==> src/rtl/pipe_hold_ctrl.sv <==
// -----------------------------------------------------------------------------
// pipe_hold_ctrl
//   Hazard and hold controller for a five-stage pipeline. It turns the hazard
//   requests into one 2-bit hold command per pipeline register. When the
//   MEM-stage bus is waiting, it latches a taken jump and issues that redirect
//   once the wait clears. It also flags a bus wait that has lasted too long.
//
//   Hold encoding: 2'b00 none, 2'b01 wait (freeze), 2'b10 flush (bubble).
//
// Parameters
//   WAIT_TIMEOUT   1..255  consecutive mem_wait cycles that raise bus_timeout_o
//
// Ports
//   clk              in   1   rising-edge clock
//   rst_n            in   1   asynchronous active-low reset
//   mem_wait_i       in   1   MEM bus not ready, freeze everything
//   jump_req_i       in   1   EX resolved a taken jump / mispredict
//   jump_addr_i      in  32   redirect target, valid with jump_req_i
//   ex_busy_i        in   1   multi-cycle EX operation still running
//   load_use_i       in   1   ID detected a load-use hazard
//   hold_pc_o        out  2   hold command for PC
//   hold_if_id_o     out  2   hold command for IF/ID
//   hold_id_ex_o     out  2   hold command for ID/EX
//   hold_ex_mem_o    out  2   hold command for EX/MEM
//   hold_mem_wb_o    out  2   hold command for MEM/WB
//   pc_jump_en_o     out  1   redirect PC this cycle
//   pc_jump_addr_o   out 32   redirect target (0 when not redirecting)
//   jump_pend_o      out  1   a jump is latched, waiting for the bus
//   bus_timeout_o    out  1   single-cycle pulse when the wait reaches limit
// -----------------------------------------------------------------------------
module pipe_hold_ctrl #(
  parameter int WAIT_TIMEOUT = 255
) (
  input  logic        clk,
  input  logic        rst_n,
  input  logic        mem_wait_i,
  input  logic        jump_req_i,
  input  logic [31:0] jump_addr_i,
  input  logic        ex_busy_i,
  input  logic        load_use_i,
  output logic [1:0]  hold_pc_o,
  output logic [1:0]  hold_if_id_o,
  output logic [1:0]  hold_id_ex_o,
  output logic [1:0]  hold_ex_mem_o,
  output logic [1:0]  hold_mem_wb_o,
  output logic        pc_jump_en_o,
  output logic [31:0] pc_jump_addr_o,
  output logic        jump_pend_o,
  output logic        bus_timeout_o
);

  localparam logic [1:0] HOLD_NONE  = 2'b00;
  localparam logic [1:0] HOLD_WAIT  = 2'b01;
  localparam logic [1:0] HOLD_FLUSH = 2'b10;

  localparam logic [7:0] TIMEOUT_CNT = 8'(WAIT_TIMEOUT);
  localparam logic [7:0] TIMEOUT_M1  = 8'(WAIT_TIMEOUT - 1);

  typedef enum logic {RUN, PEND} state_t;

  state_t      state;
  logic [31:0] pend_addr;
  logic [7:0]  wait_cnt;

  // State, latched jump target and wait counter.
  always_ff @(posedge clk or negedge rst_n) begin
    if (!rst_n) begin
      state     <= RUN;
      pend_addr <= '0;
      wait_cnt  <= '0;
    end else if (mem_wait_i) begin
      if (wait_cnt != TIMEOUT_CNT)
        wait_cnt <= wait_cnt + 8'd1;
      // A newer jump during the wait replaces the older one.
      if (jump_req_i) begin
        state     <= PEND;
        pend_addr <= jump_addr_i;
      end
    end else begin
      wait_cnt <= '0;
      state    <= RUN;
    end
  end

  // Hold and redirect decode, in priority order.
  // Gating with rst_n keeps every output at its idle value during reset,
  // even while the inputs are active.
  always_comb begin
    hold_pc_o      = HOLD_NONE;
    hold_if_id_o   = HOLD_NONE;
    hold_id_ex_o   = HOLD_NONE;
    hold_ex_mem_o  = HOLD_NONE;
    hold_mem_wb_o  = HOLD_NONE;
    pc_jump_en_o   = 1'b0;
    pc_jump_addr_o = '0;
    if (!rst_n) begin
      pc_jump_en_o = 1'b0;
    end else if (mem_wait_i) begin
      hold_pc_o     = HOLD_WAIT;
      hold_if_id_o  = HOLD_WAIT;
      hold_id_ex_o  = HOLD_WAIT;
      hold_ex_mem_o = HOLD_WAIT;
      hold_mem_wb_o = HOLD_WAIT;
    end else if (state == PEND) begin
      // jump_req_i this cycle comes from the same held instruction, so it is
      // ignored and the latched target is used.
      pc_jump_en_o   = 1'b1;
      pc_jump_addr_o = pend_addr;
      hold_if_id_o   = HOLD_FLUSH;
      hold_id_ex_o   = HOLD_FLUSH;
    end else if (jump_req_i) begin
      pc_jump_en_o   = 1'b1;
      pc_jump_addr_o = jump_addr_i;
      hold_if_id_o   = HOLD_FLUSH;
      hold_id_ex_o   = HOLD_FLUSH;
    end else if (ex_busy_i) begin
      hold_pc_o     = HOLD_WAIT;
      hold_if_id_o  = HOLD_WAIT;
      hold_id_ex_o  = HOLD_WAIT;
      hold_ex_mem_o = HOLD_FLUSH;
    end else if (load_use_i) begin
      hold_pc_o    = HOLD_WAIT;
      hold_if_id_o = HOLD_WAIT;
      hold_id_ex_o = HOLD_FLUSH;
    end
  end

  assign jump_pend_o = (state == PEND);

  // The pulse fires in the wait cycle that takes the counter to the limit.
  // After that the counter sits at the limit, so the compare fails until
  // mem_wait_i drops and the counter clears.
  assign bus_timeout_o = rst_n && mem_wait_i && (wait_cnt == TIMEOUT_M1);

endmodule

==> config.mk <==
export PLATFORM = sky130hd
export DESIGN_NAME = pipe_hold_ctrl
export DESIGN_NICKNAME = d
export VERILOG_FILES = /design/src/rtl/pipe_hold_ctrl.sv
export SDC_FILE = /design/constraint.sdc
export NUM_CORES = 1
export LEC_CHECK = 0
export ABC_AREA = 1
export CAP_MARGIN = 15
export CORE_MARGIN = 5
export CORE_UTILIZATION = 45
export DETAILED_ROUTE_END_ITERATION = 10
export GPL_TIMING_DRIVEN = 0
export HOLD_SLACK_MARGIN = 0.03
export PLACE_DENSITY = 0.8
export SLEW_MARGIN = 30
export SYNTH_ARGS = -nofsm -noshare
export SYNTH_HDL_FRONTEND = slang
export SYNTH_SLANG_ARGS = --single-unit
==> constraint.sdc <==
create_clock -name clk -period 1.35 [get_ports clk]
set_input_delay 0.2025 -clock clk [delete_from_list [all_inputs] [get_ports clk]]
set_output_delay 0.2025 -clock clk [all_outputs]
set_load 0.01 [all_outputs]
After elaboration in Yosys (flattened, before gate mapping)
Cells that the tools add are included.
{"block": "classes", "n_addsub": 1, "n_eq_ne": 4, "muxes": 35, "reduce_logical": 3}
{"op": "two-way mux 32 bit", "n": 4}
{"op": "two-way mux 2 bit", "n": 15}
{"op": "two-way mux 8 bit", "n": 2}
{"op": "two-way mux 1 bit", "n": 14}
{"op": "adder 8 x 1 -> 8 bit (second input constant)", "n": 1}
{"op": "== test 8 bit (second input constant)", "n": 1}
{"op": "inequality test 8 bit (second input constant)", "n": 1}
{"op": "inequality test 2 x 1 -> 1 bit (second input constant)", "n": 2}
{"op": "logical AND 1 bit", "n": 2}
{"op": "AND reduction 2 bit", "n": 1}
{"block": "totals", "ff_bits": 41, "out_inout_bits": 45}

Depth between registers and ports, before layout
{"block": "depth", "ltp_word": 6, "depth_mapped": 7, "ltp_nobuf": 7}

Worst setup path before layout
Ideal clock, no wire load.
{"block": "synth_path", "kind": "reg-to-output", "from": "reg state (netlist: jump_pend_o)", "to": "out hold_pc_o[0]", "t_arrival_ps": 1197, "t_required_ps": 1148, "setup_slack_ps": -49, "stages_incl_launch_ff": 6, "path_buffers": 2, "cell_sequence": "dfrtp_1 -> buf_2 -> nor2_1 -> nand3_1 -> nand3_1 -> buf_4"}
{"block": "synth_between", "elab_chain_cells": 3}
{"element": "start, declared", "line_no": "61", "rtl": "state_t state;"}
{"element": "start signal, assigned", "line_no": "68", "rtl": "state <= RUN;"}
{"element": "start signal, assigned", "line_no": "76", "rtl": "state <= PEND;"}
{"element": "start signal, assigned", "line_no": "81", "rtl": "state <= RUN;"}
{"element": "two-way mux 1 bit", "line_no": "104", "rtl": "end else if (state == PEND) begin"}
{"element": "two-way mux 1 bit", "line_no": "98", "rtl": "end else if (mem_wait_i) begin"}
{"element": "two-way mux 1 bit", "line_no": "96", "rtl": "if (!rst_n) begin"}
{"element": "end, declared", "line_no": "41", "rtl": "output logic [1:0] hold_pc_o,"}
Every way passes these cells.

Worst setup path in the final report
{"block": "layout_path", "from": "reg state (netlist: jump_pend_o)", "to": "out pc_jump_addr_o[28]"}
{"block": "layout_between", "elab_chain_cells": 3}
{"element": "two-way mux 32 bit", "line_no": "104"}
{"element": "two-way mux 32 bit", "line_no": "98"}
{"element": "two-way mux 32 bit", "line_no": "96"}
{"element": "end, declared", "line_no": "47", "rtl": "output logic [31:0] pc_jump_addr_o,"}
Every way passes these cells.

==> impl_metrics.json <==
{
  "status": "finished with violations",
  "wl_met3_um": 365,
  "dr.max_layer_used": "met4",
  "drc": 0,
  "ys_types": 20,
  "drv_cap": 0,
  "synth-main-ff-cell": "dfrtp_1",
  "ioPinCount": 83,
  "avgViaCountPerCell": 5.188,
  "r2r_cells": 7,
  "antenna_cells": 0,
  "rsz0062_at_grt": "yes",
  "vias": 2148,
  "worst_r2r_endpoint": "wait_cnt[5]$_DFFE_PN0P_",
  "r2r_setup_slack_ps": 0,
  "post_drt_wl_per_cell_um": 16.52,
  "grt_usage_pct": 20.91,
  "layout_common_cells": "41 x buf_2, 41 x nor2_1, 40 x dfrtp_1",
  "cts.clk_slew.worst_paths_ps": 80,
  "initial_core_util_pct": 45.86,
  "cts_buffers": 5,
  "fmax_ghz": 0.5837,
  "r2r_start": "wait_cnt[1]$_DFFE_PN0P_",
  "h-tree-depth": 2,
  "area_growth_pct": 57.31,
  "drive_gt1_share_pct": 51.16,
  "timing.hold.ws_ps": -235.6,
  "crit_slowest_cell": "dfrtp_1",
  "routedLengthMet1_mm": 2.881,
  "dp_worst_setup_slack_ps": -971.5,
  "arrival_ps": 1510,
  "ir_drop_v": 0.0004769,
  "endpoint_kind": "primary output",
  "crit_chain": "buf_6 -> nor2_4 -> buf_6 -> buf_6 -> a22oi_2 -> nor2_1 -> buf_2",
  "ys_seq_area_share_pct": 44.37,
  "yosys_warnings": 0,
  "overflow": 0,
  "cpMostUsedCell": "buf_6",
  "skew_ps": 2.139,
  "slew_violations": 0,
  "finalSetupViolCount": 41,
  "cts_root_buffer": "clkbuf_8",
  "place_hpwl_mm": 4.096,
  "syn-cell-area_um2": 2312,
  "wl_met2_mm": 3.437,
  "startpoint_type": "register",
  "ant_nets": 0,
  "first_pass_iters": 4,
  "die_h_um": 81.68,
  "crit_required_ps": 1150,
  "grt_start_max_net_pins": 46,
  "nets": 383,
  "die_area_um2": 6672,
  "grt_first_pass_wirelength_mm": 10.71,
  "grt_pass1_vias": 2185,
  "min_path_type": "in2async",
  "rows": 26,
  "dieWidth_um": 81.68,
  "period_share_pct": 126.9,
  "numPortBuffers": 80,
  "period_needed_ps": 1713,
  "power_w": 0.003203,
  "core_area_um2": 5042,
  "ys_seq_elements": 41,
  "clockBufferDepth": 2,
  "routed_wl_mm": 6.839,
  "clk_latency_ps": 280,
  "worstPathMaxFanout": 7,
  "avgSynthCellArea_um2": 10.14,
  "power_density_nw_per_um2": 880.5,
  "synth_edf_count": 0,
  "setup.worst_path.class": "reg2out",
  "critPathMaxStageDelay_ps": 390,
  "gp_congestion": 0.7803,
  "cts_tree": "yes",
  "setup_slack_ps": -363.1,
  "fin_util_pct": 72.13,
  "drtIter0Drc": 95,
  "antenna_found_initial": 0,
  "hold_violations": 41,
  "violations": "hold timing, setup timing",
  "p_leak_nw": 1.754,
  "cts_sinks": 41,
  "synth_cells": 228,
  "async_flop_share_pct": 100.0
}
==> cells by family after synthesis <==
| group | after synthesis | synth area share (%) |
|---|---|---|
| adders and majority gates | 2 | 1.082 |
| other | 1 | 0.1622 |
| and+or+nand+nor | 83 | 14.72 |
| muxes | 32 | 20.45 |
| AOI/OAI and AO/OA | 39 | 11.96 |
| buffers and inverters | 30 | 7.251 |
| DFF | 41 | 44.37 |
==> stage by stage <==
step / TNS [ps] / hold slack [ps] / cell area, µm² / cells
after floorplan: 0 / -93.09 / 2318 / 229
after global placement: -154180 / 490.9 / 3207 / 379
final: -11700 / -235.6 / 3637 / 414
after detailed placement: -38860 / 235.8 / 3204 / 379
after CTS: -11590 / -228.2 / 3383 / 405
after global routing: -14980 / -233.4 / 3637 / 414
==> cell usage after synthesis, types with 2 or more instances <==
master / n / share of area [%]
buf_6: 3 / 1.5
inv_1: 11 / 1.8
nor2_1: 47 / 7.6
dfrtp_1: 41 / 44
nand2_1: 20 / 3.2
a22oi_1: 32 / 10
buf_2: 11 / 2.4
mux2_2: 2 / 0.97
nand3_1: 12 / 2.6
o21ai_0: 3 / 0.65
buf_4: 5 / 1.6
ha_1: 2 / 1.1
mux2_4: 30 / 19
a21oi_1: 3 / 0.65
==> timing repair <==
item                       4_1_cts  5_1_grt
setup buffers                   15       12
setup endpoints to repair       43       49
pin swaps                       12       31
cloned                           3        0
hold endpoints to repair        41       41
gates resized for setup        210       50
==> worst max path at each step <==
| stage | startpoint | endpoint | slack, ps |
|---|---|---|---|
| 2_1_floorplan | jump_pend_o$_DFFE_PN0P_ | pc_jump_addr_o[0] | 30 |
| 3_3_place_gp | rst_n | hold_if_id_o[1] | -2710 |
| 3_5_place_dp | rst_n | hold_if_id_o[1] | -970 |
| 4_1_cts | jump_pend_o$_DFFE_PN0P_ | pc_jump_addr_o[28] | -350 |
| 5_1_grt | jump_pend_o$_DFFE_PN0P_ | pc_jump_addr_o[12] | -440 |
| 6_report | jump_pend_o$_DFFE_PN0P_ | pc_jump_addr_o[28] | -360 |
==> routing by layer <==
metal | vias to the layer above | global-route usage, %
li1 | 1007 | -
met1 | 1042 | 28.72
met2 | 83 | 33.79
met3 | 16 | 2.961
met4 | 0 | 7.309
met5 | - | 0
==> registers in the layout, summed over array words and instances (netlist names) <==
name	count
jump_pend_o	1
wait_cnt	8
pend_addr	32
==> worst max-delay path, delay by kind of cell (launching register included) <==
kind | cells | cell delay (ps)
and+or+nand+nor | 2 | 240
buffers and inverters | 4 | 550
DFF | 1 | 390
AOI/OAI and AO/OA | 1 | 50
==> report_power, final <==
part | switching [W] | internal (W) | leakage (nW)
sequential | 0.000116 | 0.00138 | 0.496
combinational | 0.000371 | 0.000557 | 1.22
clock | 0.000410 | 0.000368 | 0.0395
==> area by class of cell <==
cell class              count  area (µm²)
multi-input cells         158        1358
clock buffers               8       80.08
fillers                   361        1405
flip-flops and latches     41        1027
plain buffers              19       167.7
inverters                  11       41.29
well taps                  70       87.58
repair buffers            107       875.8
No activity file was read; power rests on OpenSTA's default activity.
==> RTL edit 1 (same settings) <==
Compare `wait_cnt` against `TIMEOUT_M1` with >= in place of ==.
--- a/src/rtl/pipe_hold_ctrl.sv
+++ b/src/rtl/pipe_hold_ctrl.sv
@@ -130,7 +130,7 @@
   // The pulse fires in the wait cycle that takes the counter to the limit.
   // After that the counter sits at the limit, so the compare fails until
   // mem_wait_i drops and the counter clears.
-  assign bus_timeout_o = rst_n && mem_wait_i && (wait_cnt == TIMEOUT_M1);
+  assign bus_timeout_o = rst_n && mem_wait_i && (wait_cnt >= TIMEOUT_M1);
 
 endmodule
 
Check against the original RTL: no difference found for any inputs over 10 cycles, from zero or initial values and one cycle with rst_n low; that may be too few to reach the edited logic, so the function may still have changed.
==> RTL edit 1 against the unedited design <==
  * The run ends with negative setup slack left
  * Wire length down 3.5%
  * Worst setup slack lost 0.034 ns
  * Global-route usage decreased by 0.39 points
  * Final area decreased by 3.9%
  * Synthesized area down 0.32%
  * Largest power group unchanged
  * Sequential cell count unchanged
  * Core utilization down 2.8 points
  * Register-to-register slack improved by 0.04 ns
  * Clock power grew 4.5%
  * Critical path type unchanged
  * Total power is essentially flat
==> RTL edit 1: results (changes against the unedited design) <==
metric,value,unit,change
outcome,finished with violations,,
failing checks,negative setup slack,,
wl on met1,2783,um,-3.4%
"Cell Area, Placed",3197,um^2,-0.23%
worst slack at placement,-0.9423,ns,+0.02925 ns
sequential share of the synthesized area,44.52,%,+0.14 points
post-synth cell types,22,,+10%
VDD IR max,666.0,uV,+40%
Fin Hold WS,0.3426,ns,+0.5782 ns
worst-path fanout max,7,,unchanged
Placed Cells,376,,-0.79%
via count,2092,,-2.6%
Min-Delay Path Class,in2reg,,
Clk. pwr,813,uW,+4.5%
Post-CTS Setup Inserts,7,,-8
1st-pass router iterations,5,,+1
Starting DRT DRC Count,63,,-34%
pin count of the biggest net entering global routing,23,,-50%
Reg2Reg Launch Point,wait_cnt[1]$_DFFE_PN0P_,,
leakage,1.729,nW,-1.4%
"Clk Latency, worst-skew pair",0.30,ns,+0.02 ns
met3 wire length,415,um,+14%
GR Layer Usage met1,25.87,%,-2.9 points
vias per cell,5.217,,+0.55%
Fin. Hold Viols,0,,-100%
NumNets Final,370,,-3.4%
CP arrival,1.54,ns,+0.03 ns
leading post-synthesis cells by cell area,"dfrtp_1 45%, mux2_4 20%, a22oi_1 10%, nor2_1 7.7%, nand2_1 3.3%",,
GRT Total Usage,20.51,%,-0.39 points
layout cells sized above 1,45.62,%,-5.5 points
final WL,6603,um,-3.5%
flop-to-flop setup slack,0.04,ns,+0.04 ns
Synth Instances,225,,-1.3%
gpl congestion,0.7796,,about the same
Setup Total Neg Slack,-12.41,ns,-0.7074 ns
switching portion of total power,28.73,%,+0.71 points
cells on worst reg2reg path,6,,-1
M2 GR Usage,35.02,%,+1.2 points
setup violators final,40,,-2.4%
CTS resizes,202,,-3.8%
post-synth top area share,44.52,%,+0.14 points
Reg2Reg Capture Point,wait_cnt[0]$_DFFE_PN0P_,,
placed wire-length estimate,4151,um,+1.4%
clock-pin slew on the worst setup and hold paths,0.08,ns,about the same
GR Util met3,5.154,%,+2.2 points
worst setup margin,-0.3971,ns,-0.03398 ns
beginning of the critical path,jump_pend_o$_DFFE_PN0P_,,
seq pwr,1.48,mW,
Pwr Total,3.204,mW,about the same
[RTL edit 1: logic make-up after synthesis]
| kind of cell | share of synthesized area (%) |
|---|---|
| buffers and inverters | 6.949 |
| AO/OA/AOI/OAI | 12.32 |
| adder cells (fa/ha/maj) | 1.086 |
| other | 0.1627 |
| flip-flops | 44.52 |
| multiplexers | 20.52 |
| AND/OR/NAND/NOR | 14.44 |
[RTL edit 1: worst max-delay path: stages, from the launching register on]
cell and delay, ns:
dfrtp_1 0.40, buf_6 0.15, nor2_4 0.09, buf_6 0.14
buf_6 0.12, a22oi_1 0.07, nor2_1 0.12, buf_2 0.16
[RTL edit 1: cell type report]
type / count / area (um^2)
plain buffers: 19 / 157.7
clock buffers: 5 / 68.82
clock inverters: 3 / 17.52
fillers: 410 / 1548
inverters: 9 / 33.78
multi-input cells: 157 / 1285
flip-flops and latches: 41 / 1027
well taps: 70 / 87.58
repair buffers: 97 / 817.0
==> RTL edit 2 (same flow settings) <==
Made on the original files. Set the parameter `WAIT_TIMEOUT` to 127 (it was 255). Comments in the files are not updated.
--- a/src/rtl/pipe_hold_ctrl.sv
+++ b/src/rtl/pipe_hold_ctrl.sv
@@ -29,7 +29,7 @@
 //   bus_timeout_o    out  1   single-cycle pulse when the wait reaches limit
 // -----------------------------------------------------------------------------
 module pipe_hold_ctrl #(
-  parameter int WAIT_TIMEOUT = 255
+  parameter int WAIT_TIMEOUT = 127
 ) (
   input  logic        clk,
   input  logic        rst_n,
Behaviour: same outputs for any inputs over 10 cycles, from zero or initial values and one cycle with rst_n low; that may be too few to reach the edited logic, so the function may still have changed.
==> RTL edit 2 against the unedited design <==
  * The run still ends with negative hold slack, negative setup slack left
  * Worst setup slack worse by 0.092 ns
  * Global-route usage down 0.72 points
  * Wire length down 2.5%
  * Clock power down 1%
  * Core utilization up 1.5 points
  * Sequential share of layout area down 0.74 points
  * Synthesized area up 1.4%
  * Final area up 2.7%
  * Total power up 1.9%
  * Register-to-register slack better by 0.11 ns
  * Sequential cell count unchanged
  * Critical path type unchanged
  * Largest cell class unchanged
==> RTL edit 2: results (changes against the unedited design) <==
metric,value,unit,change
failing checks,"negative hold slack, negative setup slack",,
Syn Area/Cell,10.24,um^2,+0.96%
via count,2141,,-0.33%
post-synth cell types,24,,+20%
Placed Cells,380,,+0.26%
layout cells sized above 1,50.58,%,-0.58 points
switching portion of total power,27.86,%,-0.16 points
gpl congestion,0.8746,,+12%
sequential share of the synthesized area,43.76,%,-0.62 points
worst slack at placement,-1.000,ns,-0.02856 ns
GR Util met3,4.338,%,+1.4 points
M2 GR Usage,35.34,%,+1.5 points
clock-pin slew on the worst setup and hold paths,0.08,ns,about the same
diode count,0,,unchanged
Fin. Hold Viols,41,,unchanged
pin count of the biggest net entering global routing,46,,unchanged
worst-path fanout max,6,,-1
synth cell count leaders,"44 x nor2_1, 41 x dfrtp_1, 32 x a22oi_1, 30 x mux2_4, 21 x nand2_1",,
placed wire-length estimate,4148,um,+1.3%
Min-Delay Path Class,in2async,,
CTS resizes,212,,+0.95%
vias in the first global route,2168,,-0.78%
GRT Total Usage,20.19,%,-0.72 points
worst setup margin,-0.4556,ns,-0.09248 ns
register with the most flip-flops,pend_addr,,
GR Layer Usage met1,24.66,%,-4.1 points
leading post-synthesis cells by cell area,"dfrtp_1 44%, mux2_4 19%, a22oi_1 10%, nor2_1 7.0%, nand2_1 3.4%",,
final WL,6667,um,-2.5%
global-route wire length before repair,10380,um,-3.1%
CP arrival,1.60,ns,+0.09 ns
Layout Skew,0.0008751,ns,-0.001264 ns
VDD IR max,580.1,uV,+22%
setup violators final,40,,-2.4%
H-tree depth,2,,unchanged
Num CTS Buffers,5,,unchanged
Fin Hold WS,-0.2324,ns,+0.003149 ns
Post-CTS Setup Inserts,18,,+3
leakage,1.783,nW,+1.7%
Starting DRT DRC Count,58,,-39%
Max Buffers Root-to-Sink,2,,unchanged
outcome,finished with violations,,
==> RTL edit 2: cell count changes after synthesis, moves of 2 or more <==
cell / before / now
nor2_1: 47 / 44
buf_4: 5 / 8
nand3_2: 0 / 2
o21ai_0: 3 / 0
buf_2: 11 / 8
==> RTL edit 2: final cells by class <==
class,instances,area [um^2]
timing repair buffer,106,898.4
inverter,11,43.79
clock buffer,8,80.08
tap,70,87.58
sequential,41,1027
buffer,19,196.4
fill,411,1340
multi-input combinational,159,1401
==> RTL edit 2: routing by layer <==
layer	routed length [um]	part of all wire, %
met1	2646	40
met3	419	6.3
met2	3477	52
met4	124	1.9
met5	0	0
==> RTL edit 2: power groups by stage <==
| stage | logic, mW | registers (mW) | clock network, mW |
|---|---|---|---|
| CTS | 0.903 | 1.47 | 0.791 |
| detailed placement | 0.817 | 1.49 | 0 |
| floorplan | 0.481 | 1.47 | 0 |
| global route | 1.07 | 1.52 | 0.861 |
| finish | 0.998 | 1.50 | 0.768 |
| global placement | 0.799 | 1.48 | 0 |
==> RTL edit 2: worst max-delay path, stage by stage, from the launching register on <==
cell     delay (ns)
dfrtp_1        0.40
buf_6          0.15
nor2_4         0.16
buf_6          0.15
buf_8          0.12
a22oi_2        0.05
nor2_1         0.12
buf_2          0.16
==> RTL edit 2: path summary, 6_finish.rpt <==
path                                          from                         to  slack (ns)  depth (start not counted)
max                        jump_pend_o$_DFFE_PN0P_         pc_jump_addr_o[23]       -0.46                          7
min reg2reg                wait_cnt[6]$_DFFE_PN0P_    wait_cnt[6]$_DFFE_PN0P_        0.52                          2
max in group asynchronous                    rst_n    wait_cnt[1]$_DFFE_PN0P_        1.35                          1
max reg2reg                wait_cnt[0]$_DFFE_PN0P_    wait_cnt[2]$_DFFE_PN0P_        0.11                          5
min in group clk                        mem_wait_i    wait_cnt[3]$_DFFE_PN0P_        0.44                          4
min                                          rst_n  pend_addr[22]$_DFFE_PN0P_       -0.23                          1
==> RTL edit 2: cells by family (layout without fill, tap and decap cells) <==
| logic type | Yosys count | in the layout | synth area share, % |
|---|---|---|---|
| multiplexers | 32 | 32 | 20.17 |
| buffers and inverters | 30 | 144 | 7.471 |
| flip-flops | 41 | 41 | 43.76 |
| adder cells (fa/ha/maj) | 2 | 2 | 1.067 |
| other | 1 | 2 | 0.1599 |
| AO/OA/AOI/OAI | 38 | 38 | 11.74 |
| AND/OR/NAND/NOR | 85 | 85 | 15.64 |
==> RTL edit 2: stage by stage <==
step	utilization, %	TNS, ns	instance area, um^2
2_1_floorplan	-	0	2351
3_3_place_gp	63.83	-154.13	3239
5_1_grt	73.59	-18.23	3735
3_5_place_dp	63.78	-39.03	3237
4_1_cts	68.81	-13.28	3492
6_report	73.59	-14.45	3735
